<file path="config.mk">
export PLATFORM = sky130hd
export DESIGN_NAME = jtcop_vram_arb
export DESIGN_NICKNAME = d
export VERILOG_FILES = /design/src/rtl/jtcop_vram_arb.sv
export SDC_FILE = /design/constraint.sdc
export NUM_CORES = 1
export LEC_CHECK = 0
export ABC_CLOCK_PERIOD_IN_PS = 2800
export CORE_ASPECT_RATIO = 1.4
export CORE_UTILIZATION = 35
export CTS_CLUSTER_SIZE = 14
export DETAILED_ROUTE_END_ITERATION = 10
export PLACE_DENSITY_LB_ADDON = 0.3
export SLEW_MARGIN = 20
export SYNTH_ARGS = -nofsm -noshare
export SYNTH_HDL_FRONTEND = slang
export SYNTH_SLANG_ARGS = --single-unit
export TNS_END_PERCENT = 50
</file>
<file path="constraint.sdc">
create_clock -name clk -period 2.8 [get_ports clk]
set_clock_uncertainty 0.2 [all_clocks]
set_input_delay 0.56 -clock clk [delete_from_list [all_inputs] [get_ports clk]]
set_output_delay 0.56 -clock clk [all_outputs]
set_load 0.005 [all_outputs]
</file>
<file path="src/rtl/jtcop_vram_arb.sv">
// Shares one SDRAM read port among the three BAC06 tilemap VRAM readers, caching one tagged word per reader.
// Define JTCOP_VRAM_RR_EN for round-robin grant; fixed priority b0 > b1 > b2 otherwise.
module jtcop_vram_arb #(
    parameter logic [21:0] B0_OFFSET = 22'h00_0000,
    parameter logic [21:0] B1_OFFSET = 22'h00_2000,
    parameter logic [21:0] B2_OFFSET = 22'h00_2800
) (
    input  logic        clk,
    input  logic        rst_n,
    input  logic        b0_cs,
    input  logic [12:0] b0_addr,
    output logic [15:0] b0_data,
    output logic        b0_ok,
    input  logic        b1_cs,
    input  logic [10:0] b1_addr,
    output logic [15:0] b1_data,
    output logic        b1_ok,
    input  logic        b2_cs,
    input  logic [10:0] b2_addr,
    output logic [15:0] b2_data,
    output logic        b2_ok,
    output logic [21:0] ba_addr,
    output logic        ba_rd,
    input  logic        ba_ack,
    input  logic        ba_rdy,
    input  logic [15:0] data_read
);

    localparam logic [1:0] IDLE     = 2'd0;
    localparam logic [1:0] WAIT_ACK = 2'd1;
    localparam logic [1:0] WAIT_RDY = 2'd2;

    logic [1:0]  state;
    logic [2:0]  valid;
    logic [2:0]  pend;
    logic [12:0] tag0;
    logic [10:0] tag1;
    logic [10:0] tag2;
    logic [12:0] gaddr;
    logic [1:0]  gsel;
    logic [1:0]  sel;
    logic [21:0] issue_addr;
    logic [12:0] sel_addr;
    logic        any_pend;
    logic        done;

    assign b0_ok    = b0_cs & valid[0] & (tag0 == b0_addr);
    assign b1_ok    = b1_cs & valid[1] & (tag1 == b1_addr);
    assign b2_ok    = b2_cs & valid[2] & (tag2 == b2_addr);
    assign pend     = {b2_cs & ~b2_ok, b1_cs & ~b1_ok, b0_cs & ~b0_ok};
    assign any_pend = |pend;
    // A simultaneous ack+rdy in WAIT_ACK completes the transaction outright
    assign done     = (state == WAIT_RDY && ba_rdy) || (state == WAIT_ACK && ba_ack && ba_rdy);

`ifdef JTCOP_VRAM_RR_EN
    logic [1:0] last;

    always_comb begin
        sel = 2'd0;
        case (last)
            2'd0:    if (pend[1]) sel = 2'd1; else if (pend[2]) sel = 2'd2; else sel = 2'd0;
            2'd1:    if (pend[2]) sel = 2'd2; else if (pend[0]) sel = 2'd0; else sel = 2'd1;
            default: if (pend[0]) sel = 2'd0; else if (pend[1]) sel = 2'd1; else sel = 2'd2;
        endcase
    end

    always_ff @(posedge clk or negedge rst_n) begin
        if (!rst_n)
            last <= 2'd2;
        else if (state == IDLE && any_pend)
            last <= sel;
    end
`else
    always_comb begin
        sel = 2'd2;
        if (pend[0])      sel = 2'd0;
        else if (pend[1]) sel = 2'd1;
    end
`endif

    always_comb begin
        issue_addr = B2_OFFSET + {11'd0, b2_addr};
        sel_addr   = {2'd0, b2_addr};
        if (sel == 2'd0) begin
            issue_addr = B0_OFFSET + {9'd0, b0_addr};
            sel_addr   = b0_addr;
        end else if (sel == 2'd1) begin
            issue_addr = B1_OFFSET + {11'd0, b1_addr};
            sel_addr   = {2'd0, b1_addr};
        end
    end

    always_ff @(posedge clk or negedge rst_n) begin
        if (!rst_n) begin
            state   <= IDLE;
            ba_rd   <= 1'b0;
            ba_addr <= 22'd0;
            gaddr   <= 13'd0;
            gsel    <= 2'd0;
        end else begin
            case (state)
                IDLE: if (any_pend) begin
                    ba_addr <= issue_addr;
                    gaddr   <= sel_addr;
                    gsel    <= sel;
                    ba_rd   <= 1'b1;
                    state   <= WAIT_ACK;
                end
                WAIT_ACK: if (ba_ack) begin
                    ba_rd <= 1'b0;
                    state <= ba_rdy ? IDLE : WAIT_RDY;
                end
                WAIT_RDY: if (ba_rdy) state <= IDLE;
                default: begin
                    ba_rd <= 1'b0;
                    state <= IDLE;
                end
            endcase
        end
    end

    // The word is filed under the issued address, even if the reader moved on meanwhile
    always_ff @(posedge clk or negedge rst_n) begin
        if (!rst_n) begin
            valid   <= 3'd0;
            tag0    <= 13'd0;
            tag1    <= 11'd0;
            tag2    <= 11'd0;
            b0_data <= 16'd0;
            b1_data <= 16'd0;
            b2_data <= 16'd0;
        end else if (done) begin
            if (gsel == 2'd0) begin
                b0_data  <= data_read;
                tag0     <= gaddr;
                valid[0] <= 1'b1;
            end else if (gsel == 2'd1) begin
                b1_data  <= data_read;
                tag1     <= gaddr[10:0];
                valid[1] <= 1'b1;
            end else begin
                b2_data  <= data_read;
                tag2     <= gaddr[10:0];
                valid[2] <= 1'b1;
            end
        end
    end

endmodule

</file>
### Word-level counts from Yosys, hierarchy flattened

Index checks and enable logic that the tools add are counted.

| storage, ports and cells | value |
|---|---|
| ROM bits | 0 |
| register bits | 126 |
| memory bits (writable) | 0 |
| memories | 0 |
| input port bits | 58 |
| bits in latches | 0 |

| operators by class | value |
|---|---|
| multiply operators | 0 |
| muxes and demuxes | 14 |
| bitwise gates (word level) | 15 |
| $add $sub $neg | 2 |
| equal/unequal tests | 10 |
| reduce and logical (&&, ||, !) cells | 14 |
| divide/modulo/power cells | 0 |
| shift operators | 0 |
| $lt $le $gt $ge | 0 |

Operator list:

| operator | number |
|---|---|
| $add A14 B11 Y15 const A | 2 |
| $mux W15 | 2 |
| $eq A11 B11 Y1 | 2 |
| $eq A13 B13 Y1 | 1 |
| $mux W13 | 1 |
| $mux W2 | 6 |
| $reduce_and A3 Y1 | 4 |
| $mux W11 | 1 |
| $and A1 B1 Y1 | 9 |
| $eq A2 B1 Y1 const B | 3 |
| $logic_not A2 Y1 | 3 |
| $ne A2 B2 Y1 const B | 3 |
| $not A1 Y1 | 6 |
| $pmux W2 S3 | 1 |
| $reduce_and A2 Y1 | 2 |
| $logic_and A1 B1 Y1 | 3 |
| $pmux W1 S3 | 1 |
| $reduce_or A3 Y1 | 1 |
| $eq A2 B2 Y1 const B | 1 |
| $mux W1 | 2 |
| $logic_or A1 B1 Y1 | 1 |

### Depth between registers and ports, before layout

Gate-level depths: netlist (run 1).

| depth | value |
|---|---|
| word-level depth | 9 |
| mapped depth | 7 |

### Least setup slack after synthesis (run 1)

Ideal clock, no wire load.

| path | value |
|---|---|
| path type | input port to flip-flop |
| start point | input port b1_addr[4] |
| end point | register gaddr[4] |
| stages | 7 |
| setup slack | 0.011 ns |
| arrival time | 2.465 ns |
| path through | xnor2_1 nand4_1 o41ai_4 buf_2 mux2_2 mux2_2 mux2_2 |

| on the way | value |
|---|---|
| longest elaborated chain between the ends | 9 |

Ends and longest elaborated chain:

| element | line | source |
|---|---|---|
| from (decl) | 15 | `input logic [10:0] b1_addr,` |
| $eq A11 B11 Y1 | 48 | `assign b1_ok = b1_cs & valid[1] & (tag1 == b1_addr);` |
| $and A1 B1 Y1 | 48 |  |
| $not A1 Y1 | 50 | `assign pend = {b2_cs & ~b2_ok, b1_cs & ~b1_ok, b0_cs & ~b0_ok};` |
| $and A1 B1 Y1 | 50 |  |
| $mux W2 | 77 | `else if (pend[1]) sel = 2'd1;` |
| $mux W2 | 76 | `if (pend[0]) sel = 2'd0;` |
| $eq A2 B1 Y1 | 87 | `end else if (sel == 2'd1) begin` |
| $mux W11 | 87 |  |
| $mux W13 | 84 | `if (sel == 2'd0) begin` |
| to (signal assigned) | 104 | `gaddr <= sel_addr;` |
| to (decl) | 39 | `logic [12:0] gaddr;` |

Several ways; a longest one is shown, not always the timed one.
A chain may end at the register's enable or synchronous reset.

### Final worst setup path (run 1)

| path | value |
|---|---|
| start point | input port b2_addr[2] |
| end point | register gaddr[5] |

| on the way | value |
|---|---|
| longest elaborated chain between the ends | 6 |

Ends and longest elaborated chain:

| element | line | source |
|---|---|---|
| from (decl) | 19 | `input logic [10:0] b2_addr,` |
| $eq A11 B11 Y1 | 49 | `assign b2_ok = b2_cs & valid[2] & (tag2 == b2_addr);` |
| $and A1 B1 Y1 | 49 |  |
| $not A1 Y1 | 50 |  |
| $and A1 B1 Y1 | 50 |  |
| $reduce_or A3 Y1 | 51 | `assign any_pend = \|pend;` |
| $reduce_and A2 Y1 (no source line) | -- |  |

Every way passes these cells.

==> qor.csv, run 1 <==
stage,metric,value,unit
run_status,status,"complete, no violations",
global_routing,grt ovf,0,
critical_path,Startpoint Class,input pin,
clocking,CTS tree,yes,
run,Max Cap Viol,0,
finish,share of cells above drive strength 1,38.22,%
drt,Routed Antenna Nets,0,
placed_design,placed inst area,6354,um2
critical_path,Critical-path top delay cell,a311oi_4,
critical_path,"slowest stage delay, CP",0.53,ns
critical_path,"reg-to-reg slack, setup",0.13,ns
clocking,CTS Buf Count,9,
synth,Mapped Area,4836,um2
synth,synthesized flop and latch total,106,
clocking,clk root buf,clkbuf_16,
global_routing,Global Route Usage Sum,17.74,%
critical_path,r2r worst-path depth,9,
floorplan,Core Region,13450,um2
sta,Slew headroom,61.34,%
floorplan,I/O pin count,132,
drt,via count,3129,
clocking,H-tree depth,3,
clocking,"CTS clk-pin slew, worst paths",0.07,ns
drt,Via density,4.684,
sta,total negative slack,0,ns
finish,Final Instance Area,6839,um2
placed_design,GP Congestion,0.7824,
critical_path,CP Depth,8,
critical_path,CP Class,input pin to flip-flop,
clocking,cts hold-fix bufs,0,
floorplan,chip height,141.1,um
synth,main combinational cell family by area after synthesis,multiplexers,
sta,Slew Limit Fails,0,
global_routing,first-pass GRT wire length,18.93,mm
critical_path,WP data required,2.83,ns
placed_design,hpwl dp,8.425,mm
floorplan,Starting Density,35.95,%
synth,largest cells by area after synthesis,"dfrtp_1 (55%), mux2_2 (27%), xnor2_1 (5.8%), buf_4 (3.1%), mux2_4 (1.6%)",
sta,"Hold Violations, Final",0,
power,PnR Total Power,6.824,mW
clocking,clk_lat worst skew,0.34,ns
floorplan,die area,14300,um2
global_routing,vias in the first global route,3452,
sta,count of final setup violators,0,
placed_design,Port-buffer cells,123,
placed_design,Post-Place Cells,641,
global_routing,largest net degree at the start of global routing,44,
synth,Gate Count Post-Synth,337,
critical_path,Worst EP arrival,2.75,ns
synth,"Seq/Total Area, Yosys",54.85,%
clocking,Sink Count,106,
synth,yosys warns,0,
sta,worst hold margin,0.01326,ns
synth,async set-reset flop share out of synthesis,100.0,%
finish,Area Overhead vs Synth,41.42,%
critical_path,crit-path cells,clkdlybuf4s50_1 > xnor2_1 > nand4_1 > nor3_2 > or2b_1 > a311oi_4 > clkbuf_16 > mux2_2,
synth,"count leader, synth",mux2_2,
drt,Pre-Repair DR Iteration Count,4,
synth,post-synthesis adder-cell area fraction,0,%
critical_path,critical path peak fanout,5,
synth,most area-hungry cell type in the Yosys netlist,dfrtp_1,
critical_path,top cell family by delay on the critical path,buffers and inverters,
critical_path,worst path bufs/invs,2,
sta,Max Clk Rate,0.3666,GHz
synth,post-synthesis xor/xnor area fraction,6.339,%
synth,mux cell area share after synthesis,28.72,%
floorplan,die extent in x,101.3,um
synth,Mapped Avg Cell Area,14.35,um2
sta,final worst path period need,2.728,ns
drt,DR WL/cell,18.01,um
sta,Slew @ Worst Pin,0.5799,ns
clocking,CTS max path bufs,2,
synth,Post-Synth Simple-Gate Area,3.777,%
synth,Synth Area in Compound Gates,1.837,%
synth,number of synthesized flops with an enable pin,0,
drt,Routed Wire Length,12.03,mm
drt,drt drc,0,
synth,ys flop type,dfrtp_1,
finish,post-layout instance count excluding filler cells,668,
power,Peak VDD IR,0.4429,mV
hold_path,Hold WC Path Type,input pin to asynchronous set/reset pin,
drt,DRT iter0 DRCs,97,
synth,Post-synth top cells,"mux2_2 (114), dfrtp_1 (106), xnor2_1 (32), buf_4 (20), nand4_1 (8)",
synth,Yosys cell types,31,
finish,Post-layout nets,537,
sta,fin crit share,97.43,%
global_routing,initial antenna violation count,2,
floorplan,Rows,50,
critical_path,CP Capture Type,flip-flop,
synth,Synth top area share,54.85,%
power,Leakage Power,3.033,nW
power,Cell Pwr Density,997.8,nW/um2
[area by class of cell]
type	count	area, um2
Fill cell	1205	6611
Sequential cell	106	2653
Multi-Input combinational cell	204	2067
Timing Repair Buffer	154	1594
Tap cell	182	227.7
Clock buffer	9	225.2
Clock inverter	7	52.55
Inverter	4	15.01
Antenna cell	2	5.005
[routing by layer]
metal,up-vias,GRT usage (%),wire length [um]
li1,1448,-,-
met1,1601,20.96,4854
met2,75,32.08,6534
met3,5,4.016,540
met4,0,4.348,99
met5,-,0,0
[power by group]
group | switching, mW | internal, mW | total [mW]
registers | 0.537 | 2.28 | 2.82
clock network | 0.584 | 0.610 | 1.19
logic | 0.896 | 1.91 | 2.81
[flip-flops by register name (all words and copies together) (netlist names)]
register	cells
tag0	13
state	2
ba_addr	3
b0_data	16
valid	3
ba_rd	1
tag1	11
b2_data	16
gaddr	12
b1_data	16
tag2	11
gsel	2
[kinds of logic (layout without fill, tap and decap cells)]
kind of cell | after synthesis | in the layout
muxes | 122 | 122
DFF | 106 | 106
xor gates and xnor gates | 35 | 35
buffers and inverters | 34 | 174
and+or+nand+nor | 32 | 32
AOI/OAI and AO/OA | 7 | 7
other | 1 | 10
[cells in the final DEF, fill, tap and decap left out, types with 2 or more instances in the layout]
master,netlist,routed
dfrtp_1,106,106
dlygate4sd2_1,0,15
inv_6,0,2
nand4_1,8,8
xor2_1,3,3
nand2_1,6,6
nand3_1,4,3
nand2b_1,2,2
diode_2,0,2
xnor2_1,32,26
dlymetal6s2s_1,0,14
mux2_2,114,114
mux2i_1,3,3
nor3_2,1,2
clkbuf_16,0,11
clkinv_4,0,2
buf_2,2,2
clkdlybuf4s50_1,0,91
inv_1,4,4
buf_4,20,23
mux2_4,5,5
o21ai_0,2,2
a21o_1,2,2
xnor2_2,0,6
conb_1,1,8
clkinv_2,0,2
buf_12,0,5
[per-stage QoR]
stage	setup slack, ns	utilization (%)
6_report	0.07198	50.85
5_1_grt	-0.003245	50.83
4_1_cts	-0.1628	50.09
3_5_place_dp	-0.5995	47.24
3_3_place_gp	-0.6143	47.24
2_1_floorplan	0.01063	-
[path summary, 6_finish.rpt]
check | from | end
worst max-delay path | b2_addr[2] | gaddr[5]
worst min-delay path | rst_n | b2_data[14]
worst max register to register | tag0[3] | gaddr[8]
worst min register to register | valid[2] | valid[2]
max in group asynchronous | rst_n | b1_data[0]
min in group clk | valid[2] | valid[2]
[timing repair]
item / CTS / global route
buffers inserted: 5 / 3
gates cloned: 1 / 2
resized for setup: 30 / 18
pin swaps: 17 / 13
endpoints found under the setup margin: 19 / 19
(Power assumes the default switching activity.)
==> run 2: changes to the inputs <==
--- a/config.mk
+++ b/config.mk
@@ -10,7 +10,7 @@
 export CORE_UTILIZATION = 35
 export CTS_CLUSTER_SIZE = 14
 export DETAILED_ROUTE_END_ITERATION = 10
-export PLACE_DENSITY_LB_ADDON = 0.3
+export PLACE_DENSITY = 0.59
 export SLEW_MARGIN = 20
 export SYNTH_ARGS = -nofsm -noshare
 export SYNTH_HDL_FRONTEND = slang
==> run 2 against run 1 <==
Compared with the run above:
- cell count down 0.45%
- non-clock buffer count decreased by 1
- global-route usage decreased by 0.13 points
- clock-buffer cell count is 1 higher
- first-iteration DRC count down 46%
- maximum frequency shrank 0.54%
- core utilization is 0.29 points lower
- critical endpoint is now gaddr[2]
- largest power group unchanged
==> qor.csv, run 2 (same netlist as run 1, synthesis figures left out) <==
stage,metric,value,unit
critical_path,"slowest stage delay, CP",0.33,ns
drt,via count,3120,
critical_path,critical path peak fanout,5,
critical_path,crit-path cells,dlygate4sd2_1 > xnor2_2 > nand4_1 > buf_6 > o41ai_4 > buf_4 > buf_6 > mux2_2 > mux2_2 > mux2_2,
critical_path,reg2reg start,tag1[6],
placed_design,Post-Place Cells,643,
sta,fin crit share,97.96,%
global_routing,largest net degree at the start of global routing,50,
floorplan,die area,14300,um2
clocking,"CTS clk-pin slew, worst paths",0.07,ns
critical_path,top cell family by delay on the critical path,multiplexers,
drt,Routed Antenna Nets,0,
drt,Routed Wire Length,11.86,mm
global_routing,first-pass GRT wire length,18.65,mm
sta,Slew @ Worst Pin,0.6297,ns
clocking,CTS tree,yes,
sta,final worst path period need,2.743,ns
floorplan,chip height,141.1,um
clocking,H-tree depth,3,
clocking,Sink Count,106,
critical_path,"reg-to-reg slack, setup",0.11,ns
critical_path,Worst EP arrival,2.77,ns
critical_path,CP Capture Type,flip-flop,
finish,most frequent cells in the layout,"mux2_2 (110), dfrtp_1 (106), clkdlybuf4s50_1 (97)",
sta,worst hold margin,0.03293,ns
sta,"Hold Violations, Final",0,
clocking,CTS Buf Count,9,
run,Max Cap Viol,0,
run_status,status,"complete, no violations",
power,PnR Total Power,6.792,mW
drt,DRT iter0 DRCs,52,
finish,post-layout instance count excluding filler cells,665,
power,Peak VDD IR,0.4235,mV
floorplan,Rows,50,
global_routing,initial antenna violation count,1,
sta,Max Clk Rate,0.3646,GHz
critical_path,cell mode on critical path,mux2_2,
power,Leakage Power,2.953,nW
critical_path,worst path bufs/invs,4,
global_routing,Global Route Usage Sum,17.61,%
global_routing,vias in the first global route,3412,
clocking,CTS max path bufs,2,
floorplan,Core Region,13450,um2
finish,top flop regs,"b0_data x16, b1_data x16, b2_data x16",
critical_path,FF-to-FF End,gaddr[2],
clocking,clk_lat worst skew,0.34,ns
finish,"commonest non-fill, non-tap cell in the layout",mux2_2,
sta,Slew headroom,58.02,%
finish,Post-layout nets,536,
placed_design,Port-buffer cells,123,
critical_path,Critical-path top delay cell,mux2_2,
drt,Pre-Repair DR Iteration Count,4,
sta,Slew Limit Fails,0,
critical_path,WP data required,2.83,ns
drt,DR WL/cell,17.83,um
sta,RSZ-0062 raised after global routing,false,
clocking,clk root buf,clkbuf_16,
floorplan,die extent in x,101.3,um
power,Cell Pwr Density,998.8,nW/um2
floorplan,I/O pin count,132,
hold_path,Hold WC Path Type,input pin to asynchronous set/reset pin,
critical_path,Startpoint Class,input pin,
placed_design,GP Congestion,0.7379,
sta,count of final setup violators,0,
floorplan,Starting Density,35.95,%
critical_path,CP Class,input pin to flip-flop,
placed_design,hpwl dp,8.489,mm
critical_path,r2r worst-path depth,9,
finish,Area Overhead vs Synth,40.62,%
finish,share of cells above drive strength 1,39.42,%
global_routing,grt ovf,0,
finish,Final Core Density,50.56,%
drt,Via density,4.692,
drt,drt drc,0,
[run 2: final cells by class]
cell class              instances  area (um2)
clock inverters                 5       40.04
fillers                      1224        6650
well taps                     182       227.7
flip-flops and latches        106        2653
diodes                          1       2.502
clock buffers                  10       229.0
repair buffers                153        1503
inverters                       4       15.01
multi-input cells             204        2131
[run 2: metrics by stage]
stage,area [um2],TNS [ns],setup WS [ns]
2_1_floorplan,4862,0,0.01063
3_3_place_gp,6356,-10.23,-0.5872
3_5_place_dp,6356,-10.42,-0.5981
4_1_cts,6718,-0.003495,-0.003495
5_1_grt,6798,0,0.008040
6_report,6800,0,0.05718
[run 2: where the power goes]
group | total (mW) | internal, mW | switching [mW]
sequential | 2.83 | 2.28 | 0.545
clock | 1.18 | 0.606 | 0.573
combinational | 2.79 | 1.90 | 0.889
total | 6.79 | 4.78 | 2.01
[run 2: layer usage]
metal | part of all wire (%) | global-route usage, % | wire length [um] | vias to the layer above
li1 | - | - | - | 1440
met1 | 41 | 20.28 | 4811 | 1594
met2 | 54 | 31.83 | 6423 | 75
met3 | 3.9 | 3.768 | 464 | 11
met4 | 1.3 | 5.950 | 159 | 0
met5 | 0 | 0 | 0 | -
[run 2: worst max path at each step]
stage	start	to	slack, ns	cells after the start
3_5_place_dp	b0_addr[7]	b0_ok	-0.60	6
6_report	b1_addr[6]	gaddr[2]	0.06	10
3_3_place_gp	b0_addr[9]	b0_ok	-0.59	6
2_1_floorplan	b1_addr[4]	gaddr[4]	0.01	7
4_1_cts	b0_addr[10]	b0_ok	-0.003	6
5_1_grt	b0_addr[12]	ba_addr[12]	0.008	10
[run 2: timing repair]
item | in CTS | in global routing
pin swaps | 15 | 12
gates resized for setup | 44 | 18
gates cloned | 1 | 1
buffers inserted | 4 | 0
endpoints found under the setup margin | 19 | 18
hold buffers | 0 | 0
==> run 3: changes to the inputs <==
--- a/config.mk
+++ b/config.mk
@@ -10,7 +10,8 @@
 export CORE_UTILIZATION = 35
 export CTS_CLUSTER_SIZE = 14
 export DETAILED_ROUTE_END_ITERATION = 10
-export PLACE_DENSITY = 0.59
+export DONT_BUFFER_PORTS = 1
+export PLACE_DENSITY = 0.47
 export SLEW_MARGIN = 20
 export SYNTH_ARGS = -nofsm -noshare
 export SYNTH_HDL_FRONTEND = slang
==> run 3 against run 2 <==
Compared with the run above:
- first-iteration DRC count up 27%
- sequential share of layout area up 11 points
- the run now ends with negative hold slack left
- maximum frequency up 3.2%
- clock power up 4%
- non-clock buffer count down 138
==> qor.csv, run 3 (same netlist as run 1, synthesis figures left out) <==
stage,metric,value,unit
run_status,status,"complete, but fails checks",
run_status,failing checks,negative hold slack,
floorplan,Rows,50,
finish,Final Core Density,39.83,%
sta,"Hold Violations, Final",106,
floorplan,die extent in x,101.3,um
placed_design,placed inst area,5047,um2
global_routing,first-pass GRT wire length,17.21,mm
sta,Slew @ Worst Pin,0.4950,ns
finish,antenna cells,0,
clocking,clk_lat worst skew,0.34,ns
critical_path,CP Class,flip-flop to primary output,
global_routing,vias in the first global route,2889,
clocking,Sink Count,106,
finish,"commonest non-fill, non-tap cell in the layout",mux2_2,
clocking,H-tree depth,3,
critical_path,r2r worst-path depth,7,
drt,Via density,4.932,
global_routing,met2 Use GR,28.28,%
sta,worst hold margin,-0.3001,ns
clocking,CTS tree,yes,
global_routing,met3 Use GR,6.445,%
sta,count of final setup violators,0,
drt,Routed Wire Length,11.11,mm
drt,via count,2599,
sta,fin crit share,94.88,%
hold_path,Hold WC Path Type,input pin to asynchronous set/reset pin,
finish,Area Overhead vs Synth,10.79,%
floorplan,die area,14300,um2
clocking,CTS max path bufs,2,
placed_design,GP Congestion,0.6977,
sta,Max Clk Rate,0.3764,GHz
global_routing,initial antenna violation count,0,
critical_path,CP Capture Type,primary output,
power,Cell Pwr Density,1065,nW/um2
floorplan,Core Region,13450,um2
clocking,number of setup buffers added after CTS,0,
sta,RSZ-0062 raised after global routing,false,
sta,Slew headroom,66.69,%
floorplan,I/O pin count,132,
placed_design,hpwl dp,7.838,mm
critical_path,critical path peak fanout,3,
finish,share of cells above drive strength 1,46.38,%
global_routing,Global Route Usage Sum,16.68,%
run,Max Cap Viol,0,
finish,fill count,1293,
critical_path,WP data required,2.04,ns
global_routing,met1 Resource Use GR,18.76,%
critical_path,Startpoint Class,flip-flop,
global_routing,global route hottest layer,met2,
floorplan,chip height,141.1,um
global_routing,grt ovf,0,
finish,Post-layout nets,398,
drt,drt drc,0,
clocking,"CTS clk-pin slew, worst paths",0.08,ns
drt,Routed Antenna Nets,0,
finish,top flop regs,"b0_data x16, b1_data x16, b2_data x16",
drt,DR WL/cell,21.07,um
power,Leakage Power,2.269,nW
critical_path,Worst EP arrival,1.90,ns
drt,Pre-Repair DR Iteration Count,5,
power,Peak VDD IR,0.3740,mV
placed_design,Port-buffer cells,0,
finish,Final Instance Area,5358,um2
global_routing,largest net degree at the start of global routing,107,
sta,final worst path period need,2.657,ns
clocking,CTS Buf Count,9,
clocking,clk root buf,clkbuf_16,
floorplan,Starting Density,35.95,%
finish,most frequent cells in the layout,"mux2_2 (114), dfrtp_1 (106), xnor2_1 (29)",
drt,DRT iter0 DRCs,66,
sta,Slew Limit Fails,0,
-- run 3: cell types whose count changed in the layout (fill, tap and decap cells not counted), sizes merged, moves of 2 or more --
| cell | change |
|---|---|
| buf | -18 |
| dlymetal6s2s | -4 |
| clkdlybuf4s50 | -97 |
| clkinvlp | -2 |
| dlygate4sd2 | -16 |
| clkinv | +3 |
| clkbuf | -3 |
-- run 3: final cells by class --
| cell class | count | area (um2) | share of cell area [%] |
|---|---|---|---|
| clock inverter | 7 | 62.56 | 1.168 |
| timing repair buffer | 15 | 150.1 | 2.802 |
| sequential | 106 | 2653 | 49.51 |
| clock buffer | 9 | 225.2 | 4.204 |
| inverter | 4 | 15.01 | 0.2802 |
| tap | 182 | 227.7 | 4.250 |
| multi-input combinational | 204 | 2024 | 37.79 |
-- run 3: repair_timing --
| item | CTS | global route |
|---|---|---|
| setup endpoints to repair | 0 | 1 |
| hold endpoints to repair | 106 | 106 |
| resized for setup | 0 | 3 |
-- run 3: worst paths after layout --
check | start | endpoint | slack, ns
max | tag0[3] | b0_ok | 0.14
min | rst_n | tag0[3] | -0.30
max reg2reg | tag1[5] | gaddr[5] | 0.24
min reg2reg | valid[2] | valid[2] | 0.27
max in group asynchronous | rst_n | b2_data[11] | 2.46
min in group clk | ba_rdy | state[1] | 0.07
-- run 3: routing by layer --
metal / wire (um) / up-vias / part of all wire (%)
met2: 5763 / 87 / 52
met1: 4174 / 1331 / 38
met3: 976 / 11 / 8.8
met5: 0 / - / 0
met4: 190 / 0 / 1.7
li1: - / 1170 / -
-- run 3: where the power goes --
group,leakage (nW),switching [mW],internal (mW)
Combinational,0.853,0.553,0.992
Sequential,1.28,0.650,2.28
Clock,0.139,0.607,0.622
Total,2.27,1.81,3.90
-- run 3: worst max-delay path: stages, from the launching register on --
cell     delay [ns]
dfrtp_1        0.41
xnor2_2        0.23
nand4_1        0.14
or4_1          0.53
buf_4          0.17
inv_1          0.07
-- run 3: stage by stage --
| stage | instances | power, mW | setup slack (ns) | TNS, ns | hold slack (ns) |
|---|---|---|---|---|---|
| after floorplan | 344 | 4.142 | 0.01063 | 0 | 0.06441 |
| after global placement | 511 | 4.485 | -0.002079 | -0.002079 | 0.06684 |
| after detailed placement | 511 | 4.535 | 0.01853 | 0 | 0.06799 |
| after CTS | 527 | 5.809 | 0.004800 | 0 | -0.3157 |
| after global routing | 527 | 6.081 | 0.007297 | 0 | -0.3228 |
| final | 527 | 5.708 | 0.1433 | 0 | -0.3001 |
